## config.mk

```make
export PLATFORM = sky130hd
export DESIGN_NAME = router_fifo_flat
export DESIGN_NICKNAME = d
export VERILOG_FILES = /design/src/rtl/router_fifo_if.sv /design/src/rtl/router_fifo.sv /design/src/flat_wrapper.sv
export SDC_FILE = /design/constraint.sdc
export NUM_CORES = 1
export LEC_CHECK = 0
export CAP_MARGIN = 10
export CORE_AREA = 2 2 256 195
export CTS_BUF_LIST = sky130_fd_sc_hd__clkbuf_8
export CTS_CLUSTER_DIAMETER = 100
export CTS_CLUSTER_SIZE = 40
export DETAILED_ROUTE_END_ITERATION = 10
export DIE_AREA = 0 0 258 197
export HOLD_SLACK_MARGIN = 0.03
export PLACE_DENSITY = 0.78
export SLEW_MARGIN = 20
export SYNTH_ARGS = -nofsm -noshare
export SYNTH_HDL_FRONTEND = slang
export SYNTH_SLANG_ARGS = --single-unit
```

## constraint.sdc

```tcl
create_clock -name clk -period 3.5 [get_ports clk]
set_input_delay 0.875 -clock clk [delete_from_list [all_inputs] [get_ports clk]]
set_output_delay 0.875 -clock clk [all_outputs]
set_load 0.02 [all_outputs]
```

## src/rtl/router_fifo_if.sv

```systemverilog
// Packet router bus: one valid/ready input port and NUM_CH independent
// valid/ready output channels, plus per-channel full flags and a drop counter.
interface router_fifo_if #(
  parameter int DEST_W = 3,
  parameter int DATA_W = 40,
  parameter int NUM_CH = 4
);
  localparam int PKT_W = DEST_W + DATA_W;

  logic                    in_valid;
  logic [PKT_W-1:0]        in_pkt;
  logic                    in_ready;
  logic [NUM_CH-1:0]       out_valid;
  logic [NUM_CH*PKT_W-1:0] out_pkt;
  logic [NUM_CH-1:0]       out_ready;
  logic [NUM_CH-1:0]       ch_full;
  logic [15:0]             drop_count;

  modport master (
    output in_valid, in_pkt, out_ready,
    input  in_ready, out_valid, out_pkt, ch_full, drop_count
  );

  modport slave (
    input  in_valid, in_pkt, out_ready,
    output in_ready, out_valid, out_pkt, ch_full, drop_count
  );
endinterface

```

## src/rtl/router_fifo.sv

```systemverilog
// Destination-decoding packet router with one first-word-fall-through FIFO
// per output channel; packets with an illegal destination are counted and dropped.
module router_fifo #(
  parameter int DEST_W = 3,
  parameter int DATA_W = 40,
  parameter int NUM_CH = 4,
  parameter int DEPTH  = 4
) (
  input logic          clk,
  input logic          rst,
  router_fifo_if.slave bus
);
  localparam int PKT_W = DEST_W + DATA_W;
  localparam int PTR_W = $clog2(DEPTH);
  localparam int CNT_W = PTR_W + 1;

  logic [PKT_W-1:0]        mem_r    [NUM_CH][DEPTH];
  logic [PTR_W-1:0]        wr_ptr_r [NUM_CH];
  logic [PTR_W-1:0]        rd_ptr_r [NUM_CH];
  logic [CNT_W-1:0]        count_r  [NUM_CH];
  logic [15:0]             drop_count_r;

  logic [DEST_W-1:0]       dest_s;
  logic                    legal_s;
  logic                    drop_s;
  logic                    ready_s;
  logic [NUM_CH-1:0]       push_s;
  logic [NUM_CH-1:0]       pop_s;
  logic [NUM_CH-1:0]       full_s;
  logic [NUM_CH-1:0]       valid_s;
  logic [NUM_CH*PKT_W-1:0] out_pkt_s;

  assign dest_s  = bus.in_pkt[PKT_W-1 -: DEST_W];
  assign legal_s = (dest_s != {DEST_W{1'b0}}) && (dest_s <= DEST_W'(NUM_CH));
  assign drop_s  = bus.in_valid && !legal_s;

  // Per-channel handshake decode and head-of-queue presentation.
  always_comb begin
    ready_s   = 1'b1;
    push_s    = {NUM_CH{1'b0}};
    pop_s     = {NUM_CH{1'b0}};
    full_s    = {NUM_CH{1'b0}};
    valid_s   = {NUM_CH{1'b0}};
    out_pkt_s = {(NUM_CH*PKT_W){1'b0}};
    for (int i = 0; i < NUM_CH; i++) begin
      full_s[i]  = (count_r[i] == CNT_W'(DEPTH));
      valid_s[i] = (count_r[i] != {CNT_W{1'b0}});
      pop_s[i]   = valid_s[i] && bus.out_ready[i];
      // A full channel refuses even when it pops this cycle: no full-pop bypass.
      if (dest_s == DEST_W'(i + 1)) begin
        ready_s   = !full_s[i];
        push_s[i] = bus.in_valid && !full_s[i];
      end else begin
        push_s[i] = 1'b0;
      end
      if (valid_s[i]) begin
        out_pkt_s[i*PKT_W +: PKT_W] = mem_r[i][rd_ptr_r[i]];
      end else begin
        out_pkt_s[i*PKT_W +: PKT_W] = {PKT_W{1'b0}};
      end
    end
  end

  // FIFO storage; contents are don't-care until occupancy marks them valid.
  always_ff @(posedge clk) begin
    for (int i = 0; i < NUM_CH; i++) begin
      if (push_s[i]) begin
        mem_r[i][wr_ptr_r[i]] <= bus.in_pkt;
      end
    end
  end

  // Pointers, occupancy counts and the saturating drop counter.
  always_ff @(posedge clk) begin
    if (rst) begin
      for (int i = 0; i < NUM_CH; i++) begin
        wr_ptr_r[i] <= {PTR_W{1'b0}};
        rd_ptr_r[i] <= {PTR_W{1'b0}};
        count_r[i]  <= {CNT_W{1'b0}};
      end
      drop_count_r <= 16'h0000;
    end else begin
      for (int i = 0; i < NUM_CH; i++) begin
        if (push_s[i]) begin
          wr_ptr_r[i] <= wr_ptr_r[i] + PTR_W'(1);
        end
        if (pop_s[i]) begin
          rd_ptr_r[i] <= rd_ptr_r[i] + PTR_W'(1);
        end
        case ({push_s[i], pop_s[i]})
          2'b10:   count_r[i] <= count_r[i] + CNT_W'(1);
          2'b01:   count_r[i] <= count_r[i] - CNT_W'(1);
          default: count_r[i] <= count_r[i];
        endcase
      end
      if (drop_s && (drop_count_r != 16'hFFFF)) begin
        drop_count_r <= drop_count_r + 16'h0001;
      end
    end
  end

  assign bus.in_ready   = ready_s;
  assign bus.out_valid  = valid_s;
  assign bus.out_pkt    = out_pkt_s;
  assign bus.ch_full    = full_s;
  assign bus.drop_count = drop_count_r;
endmodule

```

## src/flat_wrapper.sv

```systemverilog
// flat-port wrapper written by rule: the top's interface ports become plain ports
module router_fifo_flat 
#(
  parameter int DEST_W = 3,
  parameter int DATA_W = 40,
  parameter int NUM_CH = 4,
  parameter int DEPTH  = 4
)
  (clk, rst, bus_in_valid, bus_in_pkt, bus_out_ready, bus_in_ready, bus_out_valid, bus_out_pkt, bus_ch_full, bus_drop_count);
  router_fifo_if #(.DEST_W(DEST_W), .DATA_W(DATA_W), .NUM_CH(NUM_CH)) bus_i ();
  input logic clk;
  input logic rst;
  input wire logic [$bits(bus_i.in_valid)-1:0] bus_in_valid;
  input wire logic [$bits(bus_i.in_pkt)-1:0] bus_in_pkt;
  input wire logic [$bits(bus_i.out_ready)-1:0] bus_out_ready;
  output wire logic [$bits(bus_i.in_ready)-1:0] bus_in_ready;
  output wire logic [$bits(bus_i.out_valid)-1:0] bus_out_valid;
  output wire logic [$bits(bus_i.out_pkt)-1:0] bus_out_pkt;
  output wire logic [$bits(bus_i.ch_full)-1:0] bus_ch_full;
  output wire logic [$bits(bus_i.drop_count)-1:0] bus_drop_count;
  assign bus_i.in_valid = bus_in_valid;
  assign bus_i.in_pkt = bus_in_pkt;
  assign bus_i.out_ready = bus_out_ready;
  assign bus_in_ready = bus_i.in_ready;
  assign bus_out_valid = bus_i.out_valid;
  assign bus_out_pkt = bus_i.out_pkt;
  assign bus_ch_full = bus_i.ch_full;
  assign bus_drop_count = bus_i.drop_count;
  router_fifo #(.DEST_W(DEST_W), .DATA_W(DATA_W), .NUM_CH(NUM_CH), .DEPTH(DEPTH)) u_core (.clk(clk), .rst(rst), .bus(bus_i));
endmodule
```

### Yosys cells after proc, flatten, opt, wreduce, memory -nomap -nowiden

Memories as Yosys holds them, arrays and structs flattened.
Index checks and enable logic that the tools add are counted.

* bits in registers: 16
* RAM bits: 716
* bits of input ports: 50
* output and inout port bits: 197
* word-level logic and storage cells: 239
* memories kept: 4

* $add $sub $neg: 17
* order comparisons: 13
* equal/unequal tests: 17
* mux-type cells: 127
* bitwise operators: 28
* reduce and logical (&&, ||, !) cells: 32

Memories
* u_core.mem_r: depth 4, bits a word 172, rd ports 4, clocked after memory_dff 0, write ports 1, line router_fifo.sv:17 `logic [PKT_W-1:0] mem_r [NUM_CH][DEPTH];`
* u_core.count_r: depth 4, bits a word 3, rd ports 4, clocked after memory_dff 0, write ports 4, line router_fifo.sv:20 `logic [CNT_W-1:0] count_r [NUM_CH];`
* u_core.rd_ptr_r: depth 4, bits a word 2, rd ports 4, clocked after memory_dff 0, write ports 4, line router_fifo.sv:19 `logic [PTR_W-1:0] rd_ptr_r [NUM_CH];`
* u_core.wr_ptr_r: depth 4, bits a word 2, rd ports 4, clocked after memory_dff 0, write ports 4, line router_fifo.sv:18 `logic [PTR_W-1:0] wr_ptr_r [NUM_CH];`

Operators by type and width (count)
* $mux W172: 10
* $mux W43: 16
* $reduce_or A172 Y1: 3
* $bmux W43 S2: 4
* $demux W43 S2: 4
* $mux W1: 70
* $mux W3: 12
* $ge A3 B3 Y1 const B: 8
* $not A2 Y3: 8
* $mux W2: 11
* $or A1 B1 Y1: 20
* $add A16 B1 Y16 const B: 1
* $add A2 B1 Y2 const B: 8
* $ne A16 B16 Y1 const B: 1
* $eq A3 B3 Y1 const B: 5
* $logic_and A1 B1 Y1: 15
* $reduce_bool A3 Y1: 5
* $add A3 B1 Y3 const B: 4
* $lt A3 B1 Y1 const B: 4
* $sub A3 B1 Y3 const B: 4
* $eq A2 B1 Y1 const B: 4
* $eq A2 B2 Y1 const B: 4
* $reduce_or A2 Y1: 4
* $eq A3 B2 Y1 const B: 2
* 3 further kinds: 7

### Depth between registers and ports, before layout

* depth after elaboration: 11
* depth in mapped cells: 11
* mapped depth without buffers: 10

### Worst setup path after synthesis

OpenSTA, ideal clock, no wires.

* path kind: in2reg
* start point: in bus_in_valid
* end point: mem u_core.mem_r[1][0] (netlist name), enable pin
* setup time: 0.405 ns
* arrival time: 2.696 ns
* data required time: 3.095 ns
* path slack: 0.399 ns
* cell stages on the path: 6
* buffers on the path: 1
* cells stage by stage: nor2b_1 > nand2_1 > or3_1 > clkbuf_1 > inv_1 > and2_1

* word-level cells in the longest chain between the ends: 8
* elaborated cells between the ends (all ways): 25
* classes of those cells: mux (18); reduce/logical (7)

RTL lines
* start: declaration: line flat_wrapper.sv:13 `input wire logic [$bits(bus_i.in_valid)-1:0] bus_in_valid;`
* $logic_and A1 B1 Y1: line router_fifo.sv:52 `push_s[i] = bus.in_valid && !full_s[i];`
* $mux W1: line router_fifo.sv:50 `if (dest_s == DEST_W'(i + 1)) begin`
* $mux W1: line router_fifo.sv:67 `if (push_s[i]) begin`
* $mux W172 (implied by the code): line router_fifo.sv:68 `mem_r[i][wr_ptr_r[i]] <= bus.in_pkt;`
* $reduce_or A172 Y1 (no line)
* $mux W2 (no line) or $mux W172 (tied branches) (3 in a row)
* end: declaration: line router_fifo.sv:17

Parallel ways exist; a longest one is shown, timed or not.

==> impl_metrics.json <==
{
  "numPortBuffers": 246,
  "syn_to_final_growth_pct": 15.5,
  "criticalPathCategory": "reg2out",
  "synth_top_family_by_area": "multiplexers",
  "yosys.cell_count.top_type": "edfxtp_1",
  "row_count": 70,
  "r2r_start": "u_core.count_r[2][1]$_SDFFCE_PN0P_",
  "regArea_mm2": 0.0218,
  "clk_latency_ns": 0.68,
  "multiInputGateArea_mm2": 0.00655,
  "p_leak_nw": 10.9,
  "htreeDepth": 1,
  "cp_data_arrival_time_ns": 2.55,
  "final_nets": 1755,
  "die_h_um": 197,
  "grt_pass1_vias": 14500,
  "synth_enable_flop_cells": 716,
  "path_max_fanout": 11,
  "fin_util_pct": 68.8,
  "hp-start": "u_core.bus.drop_count[7]$_SDFFE_PP0P_",
  "final_layout_size_suffix_gt1_share_pct": 19.0,
  "dpl.hpwl_um": 38200,
  "grt_max_degree": 46,
  "postRouteAntennaNets": 0,
  "core_area_mm2": 0.0483,
  "overflow": 0,
  "maxCapViolCount": 0,
  "totalWireLength_um": 64100,
  "vias": 14400,
  "yosys.area_share.adder_pct": 1.47,
  "dr.pass1.iters": 7,
  "synthMuxAreaShare_pct": 13.6,
  "drv_slew": 0,
  "synthArstFlopShare_pct": 0,
  "grtUsageTotal_pct": 25.2,
  "synth-seq-area-share_pct": 76.0,
  "powerDensity_mw_per_mm2": 475,
  "min_period_ns": 3.43,
  "cts.sinks": 732,
  "die_w_um": 258,
  "initial_core_util_pct": 59.5,
  "synth_common_cells": "edfxtp_1, and2_1, mux4_2",
  "syn-instance-count": 1391,
  "setup_viol": 0,
  "ys_warn_count": 0,
  "synth_xor_area_share_pct": 0.275,
  "ys_types": 43,
  "synth.area.top_cells": "edfxtp_1, mux4_2, and2_1, ha_1, dfxtp_1",
  "die_area_mm2": 0.0508,
  "clk_pin_slew_ns": 0.22,
  "synth_top_area_cell": "edfxtp_1",
  "routed_via_density": 6.19,
  "synth_fp_nets": 1473,
  "final.fill_count": 2989,
  "period_share_pct": 98.0,
  "end_kind": "primary output",
  "drc": 0,
  "finalSetupTns_ns": 0,
  "io_pins": 247,
  "clk_path_buf_depth": 3,
  "drt_iter0_markers": 1564,
  "grt_pass1_wl_um": 92900,
  "worst_pin_slew_ns": 0.694,
  "yosys.area.top_type_share_pct": 74.9,
  "ys_ff_latch": 732,
  "ys.flop_type": "edfxtp_1",
  "avgSynthCellArea_um2": 20.6,
  "cts_made_buffers": 22,
  "rsz0062_at_grt": "yes",
  "hold_viol_final": 0,
  "netlist_area_mm2": 0.0287,
  "wl_per_cell_um": 27.6,
  "gp_congestion": 0.809,
  "crit_path_start": "u_core.rd_ptr_r[0][2]$_SDFFCE_PN0P_",
  "ir_drop_v": 0.000279,
  "clockRootBuffer": "clkbuf_8",
  "fin_worst_skew_ns": 0.0351,
  "clock.fmax_mhz": 292,
  "cts_tree": "done",
  "antenna_found_initial": 1,
  "n_antenna_cell": 0,
  "relSlewSlack_pct": 53.6,
  "start_kind": "flop",
  "whs_ns": 0.548,
  "synth_compound_area_share_pct": 0.797,
  "hold_path.class": "reg2reg",
  "status": "finished clean",
  "yosys.area_share.simple_pct": 6.47,
  "cp.required_ns": 2.62
}
==> path summary, 6_finish.rpt <==
path / cells after the start / endpoint / slack, ns
max: 5 / bus_out_pkt[54] / 0.07
min: 2 / u_core.bus.drop_count[7]$_SDFFE_PP0P_ / 0.55
max reg2reg: 11 / u_core.count_r[2][2]$_SDFFCE_PN0P_ / 0.68
min reg2reg: 2 / u_core.bus.drop_count[7]$_SDFFE_PP0P_ / 0.55
==> routing by layer <==
layer	GRT usage (%)	routed length, um
met4	4.69	1210
met2	41.6	31700
met5	0	0
met1	36.7	25700
met3	4.04	5570
==> kinds of logic after synthesis <==
kind of cell,count (synthesis)
buffers and inverters,96
AOI/OAI and AO/OA,37
xor gates and xnor gates,9
muxes,176
adders and majority gates,32
DFF,732
and+or+nand+nor,309
==> state kept, by name (all words and copies together), names as in the netlist <==
signal,flops
u_core.mem_r,688
u_core.bus.drop_count,16
u_core.rd_ptr_r,8
u_core.count_r,12
u_core.wr_ptr_r,8
==> per-stage QoR <==
step,instances,setup slack [ns],cell area [um^2],total power [mW]
2_1_floorplan,1391,0.399,28700,11.7
3_3_place_gp,2277,-0.0331,32600,13.1
3_5_place_dp,2277,-0.0134,32600,13.2
4_1_cts,2325,0.00332,33100,15.8
5_1_grt,2328,-0.0398,33200,16.3
6_report,2328,0.0716,33200,15.8
==> layout make-up <==
cell class                 count  share of cell area [%]
clock buffer                  23                   0.954
clock inverter                 8                   0.177
inverter                      28                   0.317
multi-input combinational    563                    19.7
sequential                   732                    65.8
tap                          648                    2.44
timing repair buffer         326                    10.6
==> critical path: stages (launching register included) <==
cell,delay [ns]
edfxtp_1,0.43
buf_4,0.15
bufbuf_16,0.30
mux4_2,0.49
and2_1,0.21
clkdlybuf4s15_1,0.30
==> repair_timing <==
action | in CTS | in global routing
gates resized for setup | 186 | 36
cloned | 7 | 3
buffers inserted | 10 | 0
hold buffers | 0 | 0
setup endpoints to repair | 174 | 61
==> cells in the final DEF, fill, tap and decap left out, drive strengths merged, types with 4 or more instances in the layout <==
cell           count
nor3b              6
dlygate4sd2      150
inv               35
or3               10
nand3              9
or4                7
mux4             172
nor2b              5
ha                29
xnor2              4
o31ai              6
nor2              19
nand2             12
nand4              5
clkbuf            35
clkdlybuf4s50     72
buf               76
dfxtp             16
o21bai             4
o21ai              5
nor3              27
nand2b            12
clkdlybuf4s15     13
xor2               5
and2             189
edfxtp           716
a21oi             16
==> where the power goes <==
part	switching (mW)	internal [mW]
clock network	2.26	0.635
logic	1.76	1.33
registers	0.0507	9.73
Note: power is estimated with default switching activity, not from simulation.
